### src/rtl/startup_seq_pkg.sv
// ---------------------------------------------------------------------------
// startup_seq_pkg
// Shared definitions for the HDMI output startup sequencer:
//   - seq_state_t : 3-bit sequencer state encoding (also exported on the
//                   debug 'state' port, so the values are fixed)
//   - CNT_W       : width of every timing / retry counter
// ---------------------------------------------------------------------------
package startup_seq_pkg;

  localparam int CNT_W = 32;

  typedef enum logic [2:0] {
    WAIT_LOCK = 3'd0,
    DELAY     = 3'd1,
    CFG_REQ   = 3'd2,
    CFG_WAIT  = 3'd3,
    RUN       = 3'd4,
    HPD_WAIT  = 3'd5,
    FAULT     = 3'd6
  } seq_state_t;

endpackage

### src/rtl/seq_timer.sv
// ---------------------------------------------------------------------------
// seq_timer
// Saturating up-counter with synchronous clear and a compare output.
// One instance is time-shared by the lock filter, the settle delay and the
// configuration timeout; the owner is selected by the sequencer state.
// Ports:
//   clock  in   system clock, rising edge
//   reset  in   synchronous, active-low
//   clear  in   force the count back to zero (wins over enable)
//   enable in   count up by one, stopping at 'limit'
//   limit  in   compare / saturation value
//   hit    out  count equals limit
// ---------------------------------------------------------------------------
module seq_timer
  import startup_seq_pkg::*;
(
  input  logic             clock,
  input  logic             reset,
  input  logic             clear,
  input  logic             enable,
  input  logic [CNT_W-1:0] limit,
  output logic             hit
);

  localparam logic [CNT_W-1:0] ONE = CNT_W'(1);

  logic [CNT_W-1:0] count;

  // Counter register. It holds at 'limit' rather than wrapping, so a state
  // that lingers after the compare point can never see a false second hit.
  always_ff @(posedge clock) begin
    if (!reset) begin
      count <= '0;
    end else if (clear) begin
      count <= '0;
    end else if (enable && (count != limit)) begin
      count <= count + ONE;
    end
  end

  assign hit = (count == limit);

endmodule

### src/rtl/startup_sequencer.sv
// ---------------------------------------------------------------------------
// startup_sequencer
// Power-up / re-initialisation controller for the HDMI output path.
// Qualifies PLL lock, waits a settle delay, runs the ADV7513 configuration
// handshake with timeout and bounded retries, then releases the video
// pipeline reset. Hot-plug and PLL lock loss restart the sequence.
// Parameters:
//   LOCK_FILTER  consecutive locked cycles before lock is accepted
//   DELAY_CYCLES settle delay after lock
//   CFG_TIMEOUT  cycles allowed per configuration attempt
//   MAX_RETRIES  extra attempts after the first failure
// Ports:
//   clock         in   system clock, rising edge
//   reset         in   synchronous, active-low
//   pll_locked    in   PLL lock (synchronised)
//   hpd           in   sink hot-plug detect (synchronised)
//   cfg_start     out  one-cycle configuration request
//   cfg_done      in   configuration succeeded pulse
//   cfg_error     in   configuration failed pulse
//   video_reset_n out  active-low video pipeline reset
//   ready         out  path configured and running
//   fault         out  retries exhausted
//   state         out  current state encoding (debug)
// ---------------------------------------------------------------------------
module startup_sequencer
  import startup_seq_pkg::*;
#(
  parameter int LOCK_FILTER  = 16,
  parameter int DELAY_CYCLES = 5_040_000,
  parameter int CFG_TIMEOUT  = 1_000_000,
  parameter int MAX_RETRIES  = 3
) (
  input  logic       clock,
  input  logic       reset,
  input  logic       pll_locked,
  input  logic       hpd,
  output logic       cfg_start,
  input  logic       cfg_done,
  input  logic       cfg_error,
  output logic       video_reset_n,
  output logic       ready,
  output logic       fault,
  output logic [2:0] state
);

  localparam logic [CNT_W-1:0] LOCK_LIMIT    = CNT_W'(LOCK_FILTER - 1);
  localparam logic [CNT_W-1:0] DELAY_LIMIT   = CNT_W'(DELAY_CYCLES - 1);
  localparam logic [CNT_W-1:0] TIMEOUT_LIMIT = CNT_W'(CFG_TIMEOUT - 1);
  localparam logic [CNT_W-1:0] RETRY_MAX     = CNT_W'(MAX_RETRIES);
  localparam logic [CNT_W-1:0] ONE           = CNT_W'(1);

  seq_state_t       cur_state;
  seq_state_t       next_state;
  logic [CNT_W-1:0] retries;
  logic [CNT_W-1:0] retries_next;
  logic             hpd_prev;

  logic             timer_clear;
  logic             timer_enable;
  logic [CNT_W-1:0] timer_limit;
  logic             timer_hit;

  seq_timer u_timer (
    .clock  (clock),
    .reset  (reset),
    .clear  (timer_clear),
    .enable (timer_enable),
    .limit  (timer_limit),
    .hit    (timer_hit)
  );

  // Next-state logic and timer control. The shared timer is cleared on every
  // state change so each owner starts from zero; in WAIT_LOCK it is also
  // cleared whenever lock drops, which restarts the filter. Lock loss is
  // applied last so it overrides anything decided above, cfg_done included.
  always_comb begin
    next_state   = cur_state;
    retries_next = retries;
    timer_enable = 1'b0;
    timer_limit  = '0;

    case (cur_state)
      WAIT_LOCK: begin
        timer_enable = pll_locked;
        timer_limit  = LOCK_LIMIT;
        if (pll_locked && timer_hit) begin
          next_state = DELAY;
        end
      end
      DELAY: begin
        timer_enable = 1'b1;
        timer_limit  = DELAY_LIMIT;
        if (timer_hit) begin
          next_state = CFG_REQ;
        end
      end
      CFG_REQ: begin
        next_state = CFG_WAIT;
      end
      CFG_WAIT: begin
        timer_enable = 1'b1;
        timer_limit  = TIMEOUT_LIMIT;
        // error beats done; done beats a timeout landing in the same cycle
        if (cfg_error || (!cfg_done && timer_hit)) begin
          if (retries < RETRY_MAX) begin
            retries_next = retries + ONE;
            next_state   = CFG_REQ;
          end else begin
            next_state = FAULT;
          end
        end else if (cfg_done) begin
          next_state = RUN;
        end
      end
      RUN: begin
        if (!hpd) begin
          next_state = HPD_WAIT;
        end
      end
      HPD_WAIT: begin
        if (hpd) begin
          retries_next = '0;
          next_state   = CFG_REQ;
        end
      end
      FAULT: begin
        if (hpd && !hpd_prev) begin
          retries_next = '0;
          next_state   = CFG_REQ;
        end
      end
      default: begin
        next_state = WAIT_LOCK;
      end
    endcase

    if ((cur_state != WAIT_LOCK) && !pll_locked) begin
      next_state   = WAIT_LOCK;
      retries_next = '0;
    end

    timer_clear = (next_state != cur_state) ||
                  ((cur_state == WAIT_LOCK) && !pll_locked);
  end

  // State, retry count and hot-plug history registers. The outputs are
  // registered from next_state so they change on the same edge as 'state'
  // and never glitch.
  always_ff @(posedge clock) begin
    if (!reset) begin
      cur_state     <= WAIT_LOCK;
      retries       <= '0;
      hpd_prev      <= 1'b0;
      cfg_start     <= 1'b0;
      video_reset_n <= 1'b0;
      ready         <= 1'b0;
      fault         <= 1'b0;
    end else begin
      cur_state     <= next_state;
      retries       <= retries_next;
      hpd_prev      <= hpd;
      cfg_start     <= (next_state == CFG_REQ);
      video_reset_n <= (next_state == RUN) || (next_state == HPD_WAIT);
      ready         <= (next_state == RUN);
      fault         <= (next_state == FAULT);
    end
  end

  assign state = cur_state;

endmodule
### config.mk
export PLATFORM = sky130hd
export DESIGN_NAME = startup_sequencer
export DESIGN_NICKNAME = d
export VERILOG_FILES = /design/src/rtl/startup_seq_pkg.sv /design/src/rtl/seq_timer.sv /design/src/rtl/startup_sequencer.sv
export SDC_FILE = /design/constraint.sdc
export NUM_CORES = 1
export LEC_CHECK = 0
export BUFFER_PORTS_ARGS = -buffer_cell sky130_fd_sc_hd__buf_2
export CAP_MARGIN = 20
export CORE_ASPECT_RATIO = 1.4
export CORE_MARGIN = 1.5
export CORE_UTILIZATION = 50
export DETAILED_ROUTE_END_ITERATION = 7
export PLACE_DENSITY = 0.72
export SETUP_SLACK_MARGIN = 0.3
export SLEW_MARGIN = 20
export SYNTH_ARGS = -nofsm -noshare
export SYNTH_HDL_FRONTEND = slang
export SYNTH_HIERARCHICAL = 1
export SYNTH_SLANG_ARGS = --single-unit
### constraint.sdc
create_clock -name clock -period 8.9 [get_ports clock]
set_input_delay 0.445 -clock clock [delete_from_list [all_inputs] [get_ports clock]]
set_output_delay 0.445 -clock clock [all_outputs]
set_load 0.01 [all_outputs]
==> results.yml, run 1 <==
flow_run:
  max_cap_viol_count: 0
global_routing:
  antenna_found_initial: 0
  overflow: 0
  grt_start_max_net_pins: 38
  grt_pass1_wl_mm: 13.02
  grtUsageTotal: 0.2237
  grt_pass1_vias: 2786
worst_setup_path:
  setup.worst_path.end_class: "flip-flop"
  critPathKind: "flip-flop to flip-flop"
  path_max_fanout: 29
  required_ns: 9.21
  cp_data_arrival_time_ns: 4.89
  r2r_setup_slack_ns: 4.32
  cp-start-kind: "flip-flop"
logic_synthesis:
  syn_area_sq_um: 3600
  async_flop_share: 0
  synth_enable_flop_cells: 0
  ys_seq_elements: 72
  ys.warnings.count: 6
  synth_cell_type_count: 62
  synthFlopType: "dfxtp_1"
  syn_inst: 396
  syn_area_per_cell_sq_um: 9.090
  ys_seq_area_frac: 0.4004
die:
  core_area_sq_um: 6982
  initial_core_util: 0.5156
  die_w_um: 74.71
  dieHeight_um: 103.4
  die_area_sq_um: 7725
  io_pins: 13
  num_rows: 36
cells_and_area:
  synthToLayoutAreaGrowth_pct: 8.377
  seqCellArea_sq_um: 1441
  diodes: 0
  fill_cells: 630
  final_util: 0.5588
  drive_above_1_share: 0.1274
  final_area_sq_um: 3901
  final-instance-count-excl-fill: 511
  num-nets-final: 420
  multi_input_area_sq_um: 2053
sta:
  tightest_slew_ns: 0.9416
  finClkSkew_ns: 0.01115
  hold_violations: 0
  slew_violations: 0
  setup_ws_ns: 4.319
  rsz0062_at_grt: "false"
  fin_crit_ns: 4.581
  timing.fmax_ghz: 0.2183
  whs_ns: 0.3953
  setup-tns-final_ns: 0
  finalSetupViolCount: 0
  relSlewSlack: 0.3675
  post-route-period-util: 0.5147
power:
  pwr-share-comb: 0.035
  seqPwrFrac: 0.540
  switching_power_mw: 0.1419
  p_sw_frac: 0.2369
  ir_drop_v: 0.0001372
  clkPwrFrac: 0.426
  p_per_area_nw_per_um2: 153.6
  total_power_mw: 0.5990
  p_int_mw: 0.4571
  p_leak_nw: 1.540
clocking:
  cts_tree: "built"
  cts-root-buf: "clkbuf_8"
  post_cts_buffers: 0
  clk_pin_slew_ns: 0.08
  cts_resized: 0
  insertion_delay_ns: 0.36
  htreeDepth: 3
  numCtsBuffers: 9
  clk_path_buf_depth: 2
  ctsHoldBuffers: 0
  clock_sinks: 72
placed_design:
  placed_area_sq_um: 3709
  place_ws_ns: 4.396
  routabilityCongestion: 0.9066
  dp.cells: 496
  numPortBuffers: 12
  hpwlAfterDp_mm: 5.438
routing:
  drt_first_pass_iters: 6
  wl_per_cell_um: 15.09
  drc: 0
  vias_per_cell: 5.646
  vias: 2885
  wirelength_mm: 7.713
  ant_nets: 0
  drt_iter0_markers: 170
worst_hold_path:
  hold_path.class: "primary input to flip-flop"
run_status:
  status: "completed"
==> layout make-up <==
type / instances / share of cell area
Timing Repair Buffer: 14 / 0.01924
Clock buffer: 9 / 0.03175
Inverter: 5 / 0.005131
Multi-Input combinational cell: 310 / 0.5263
Tap cell: 95 / 0.03047
Sequential cell: 72 / 0.3695
Clock inverter: 6 / 0.01764
==> power by group through the flow <==
stage / combinational, mW / sequential, mW / clock, mW
after floorplan: 0.0162 / 0.331 / 0
after global placement: 0.0205 / 0.331 / 0
after detailed placement: 0.0205 / 0.331 / 0
after CTS: 0.0207 / 0.323 / 0.260
after global routing: 0.0231 / 0.323 / 0.270
final: 0.0207 / 0.323 / 0.255
==> worst max-delay path, stage by stage, from the launching register on <==
cell      delay [ns]
dfxtp_1         0.59
clkinv_2        0.23
nor3_1          0.81
xor2_1          0.15
nor4_1          0.32
nand4_1         0.28
nor2_1          0.43
nor2b_1         0.13
o41ai_1         0.27
o211ai_1        0.12
o21ai_0         0.09
nand2_1         0.08
nand2b_1        0.14
buf_4           0.24
or4_1           0.54
nand2_1         0.08
==> layout by cell type (no fill, tap or decap), drive strengths merged, types with 4 or more instances in the layout <==
cell,Yosys,routed
and3,7,7
o21ai,16,16
dfxtp,72,72
or4,16,16
nor4,15,15
and2,35,35
nand4,11,11
nor2,12,12
nor3,6,6
inv,4,5
and4,5,5
nand2,32,32
o31ai,16,16
nor2b,4,4
mux2i,4,4
o211ai,9,9
or3,9,9
buf,16,14
clkbuf,6,9
nand3b,4,4
a21oi,24,24
nand3,12,12
clkinv,1,4
xor2,33,33
conb,1,14
nand2b,6,6
==> cells in the mapped netlist, types with 5 or more instances <==
master,count,area share
a21oi_1,23,0.032
and2_1,34,0.059
and3_1,6,0.010
buf_2,8,0.011
buf_6,5,0.016
clkbuf_1,6,0.0063
dfxtp_1,72,0.40
nand2_1,31,0.032
nand2b_1,5,0.0087
nand3_1,10,0.014
nand4_1,10,0.017
nor2_1,9,0.0094
nor3_1,6,0.0083
nor4_1,11,0.019
o211ai_1,9,0.019
o21ai_0,12,0.017
o31ai_1,15,0.031
or3_1,8,0.014
or4_1,16,0.033
xor2_1,33,0.080
==> logic make-up (layout without fill, tap and decap cells) <==
family                   Yosys count  count (layout)  share of synthesized area
XOR/XNOR                          35              35                    0.08516
AO/OA/AOI/OAI                     78              78                     0.1470
adder cells (fa/ha/maj)            2               2                   0.006951
other                              1              14                   0.001042
multiplexers                       4               4                    0.01112
buffers and inverters             27              34                    0.04379
flip-flops                        72              72                     0.4004
AND/OR/NAND/NOR                  177             177                     0.3045
==> flip-flops by register name (all words and copies together) (netlist names) <==
signal	flops
video_reset_n	1
ready	1
state	3
fault	1
retries	32
hpd_prev	1
u_timer/count	32
cfg_start	1
==> layer usage <==
layer  wire, um  global-route usage  up-vias
met1       3277              0.2617     1364
met5          0                   0        -
met2       3964              0.3791       43
li1           -                   -     1459
met3        214             0.03682       19
met4        257              0.1343        0
==> path summary, 6_finish.rpt <==
check / from / to / depth (start not counted)
max: state[0]$_SDFF_PN0_ / u_timer/count[11]$_SDFFE_PP0P_ / 15
min: hpd / hpd_prev$_SDFF_PN0_ / 2
max reg2reg: state[0]$_SDFF_PN0_ / u_timer/count[11]$_SDFFE_PP0P_ / 15
min reg2reg: retries[10]$_SDFFE_PP0P_ / retries[10]$_SDFFE_PP0P_ / 1
Note: power is estimated with default switching activity, not from simulation.
==> inputs of run 2 (changes only) <==
- PLACE_DENSITY: 0.72 -> 0.74
- clock period: 8.9 -> 3.84 ns (I/O delays scaled with it)
==> results.yml, run 2 (synthesis gave the netlist of run 1 again) <==
run_status:
  status: "completed"
sta:
  slew_violations: 0
  setup-tns-final_ns: 0
  relSlewSlack: 0.6526
  finClkSkew_ns: 0.007469
  hold_violations: 0
  timing.fmax_ghz: 0.2998
  fin_crit_ns: 3.335
  post-route-period-util: 0.8685
  rsz0062_at_grt: "false"
  tightest_slew_ns: 0.5197
  whs_ns: 0.1475
  finalSetupViolCount: 0
worst_setup_path:
  path_max_fanout: 14
  cp-start-kind: "flip-flop"
  worstReg2RegEnd: "u_timer/count[3]$_SDFFE_PP0P_"
  required_ns: 4.14
  setup.worst_path.end_class: "flip-flop"
  r2r_setup_slack_ns: 0.50
  r2r_cells: 15
  r2r-start: "state[0]$_SDFF_PN0_"
  cp_data_arrival_time_ns: 3.63
  critPathKind: "flip-flop to flip-flop"
die:
  core_area_sq_um: 6982
  die_w_um: 74.71
  die_area_sq_um: 7725
  initial_core_util: 0.5156
  dieHeight_um: 103.4
  io_pins: 13
  num_rows: 36
cells_and_area:
  final_cell_mix: "72 x dfxtp_1, 34 x and2_1, 33 x xor2_1, 31 x nand2_1, 22 x a21oi_1"
  diodes: 0
  final_util: 0.5864
  layout_commonest_cell: "dfxtp_1"
  synthToLayoutAreaGrowth_pct: 13.73
  final_area_sq_um: 4094
  drive_above_1_share: 0.1616
  num-nets-final: 430
routing:
  vias_per_cell: 5.669
  drc: 0
  wl_per_cell_um: 15.19
  vias: 2959
  ant_nets: 0
  drt_iter0_markers: 239
  drt_first_pass_iters: 4
  wirelength_mm: 7.928
global_routing:
  grt.busiest_layer: "met2"
  grt_start_max_net_pins: 40
  grt_pass1_wl_mm: 12.97
  overflow: 0
  use_met1: 0.2511
  use_met2: 0.3606
  antenna_found_initial: 0
  grtUsageMet3: 0.06783
  grtUsageTotal: 0.2210
  grt_pass1_vias: 2773
clocking:
  insertion_delay_ns: 0.35
  clk_pin_slew_ns: 0.08
  clk_path_buf_depth: 2
  cts_tree: "built"
  numCtsBuffers: 9
  clock_sinks: 72
  htreeDepth: 3
  cts-root-buf: "clkbuf_8"
  ctsHoldBuffers: 0
power:
  total_power_mw: 1.583
  p_leak_nw: 1.632
  p_per_area_nw_per_um2: 386.6
  ir_drop_v: 0.0002827
placed_design:
  routabilityCongestion: 0.9044
  placed_area_sq_um: 3766
  numPortBuffers: 12
  hpwlAfterDp_mm: 5.557
worst_hold_path:
  min_to: "hpd_prev$_SDFF_PN0_"
  holdPathStages: 2
  hold_path.class: "primary input to flip-flop"
  min_from: "hpd"
flow_run:
  max_cap_viol_count: 0
-- run 2: changes by cell type in the layout (fill, tap and decap cells not counted), moves of 2 or more --
cell,previous run,this run
nor4_1,11,9
buf_4,2,12
nor4_2,4,6
nor2_4,2,4
nor2_1,9,7
bufinv_16,1,4
clkbuf_1,0,2
-- run 2: worst max-delay path by stage --
stage	to	depth (start not counted)	start
after floorplan	u_timer/count[13]$_SDFFE_PP0P_	16	state[0]$_SDFF_PN0_
after global placement	u_timer/count[7]$_SDFFE_PP0P_	14	state[0]$_SDFF_PN0_
after detailed placement	u_timer/count[3]$_SDFFE_PP0P_	14	state[0]$_SDFF_PN0_
after CTS	u_timer/count[3]$_SDFFE_PP0P_	14	state[0]$_SDFF_PN0_
after global routing	u_timer/count[7]$_SDFFE_PP0P_	15	state[0]$_SDFF_PN0_
final	u_timer/count[3]$_SDFFE_PP0P_	15	state[0]$_SDFF_PN0_
-- run 2: power breakdown --
part | switching (mW) | internal [mW] | total (mW)
clock | 0.283 | 0.499 | 0.782
combinational | 0.0356 | 0.0155 | 0.0511
sequential | 0.00197 | 0.747 | 0.749
total | 0.321 | 1.26 | 1.58
-- run 2: layout make-up --
cell class / instances / area, sq um
Inverter: 5 / 20.02
Clock inverter: 5 / 128.9
Multi-Input combinational cell: 310 / 2103
Tap cell: 95 / 118.9
Timing Repair Buffer: 24 / 150.1
Sequential cell: 72 / 1441
Clock buffer: 11 / 131.4
Fill cell: 591 / 2888
-- run 2: worst max-delay path, cell delays in order (launching register included) --
cell and delay [ns]:
dfxtp_1 0.35, clkinv_2 0.17, nor3_4 0.25, buf_4 0.19, xor2_1 0.17, nor4_1 0.09, nand4_1 0.18, nor2_4 0.08
or3_1 0.43, o31ai_1 0.25, o211ai_1 0.11, o21ai_0 0.09, nand2_1 0.09, nand2b_4 0.21, or4_1 0.53, nand2_1 0.08
-- run 2: routing by layer --
layer / routed length [um] / vias up / part of all wire
met4: 318 / 0 / 0.040
met2: 3914 / 87 / 0.49
met1: 3345 / 1365 / 0.42
met3: 349 / 30 / 0.044
met5: 0 / - / 0
li1: - / 1477 / -
-- run 2: repair_timing --
| item | 4_1_cts | 5_1_grt |
|---|---|---|
| pin swaps | 0 | 3 |
| resized for setup | 5 | 5 |
| endpoints found under the setup margin | 22 | 6 |
| buffers inserted | 0 | 3 |
-- run 2: metrics by stage --
stage	setup WS [ns]	instances
floorplan	0.3229	409
global placement	0.1930	503
detailed placement	-0.05886	503
CTS	0.3563	519
global route	0.3196	522
finish	0.5048	522
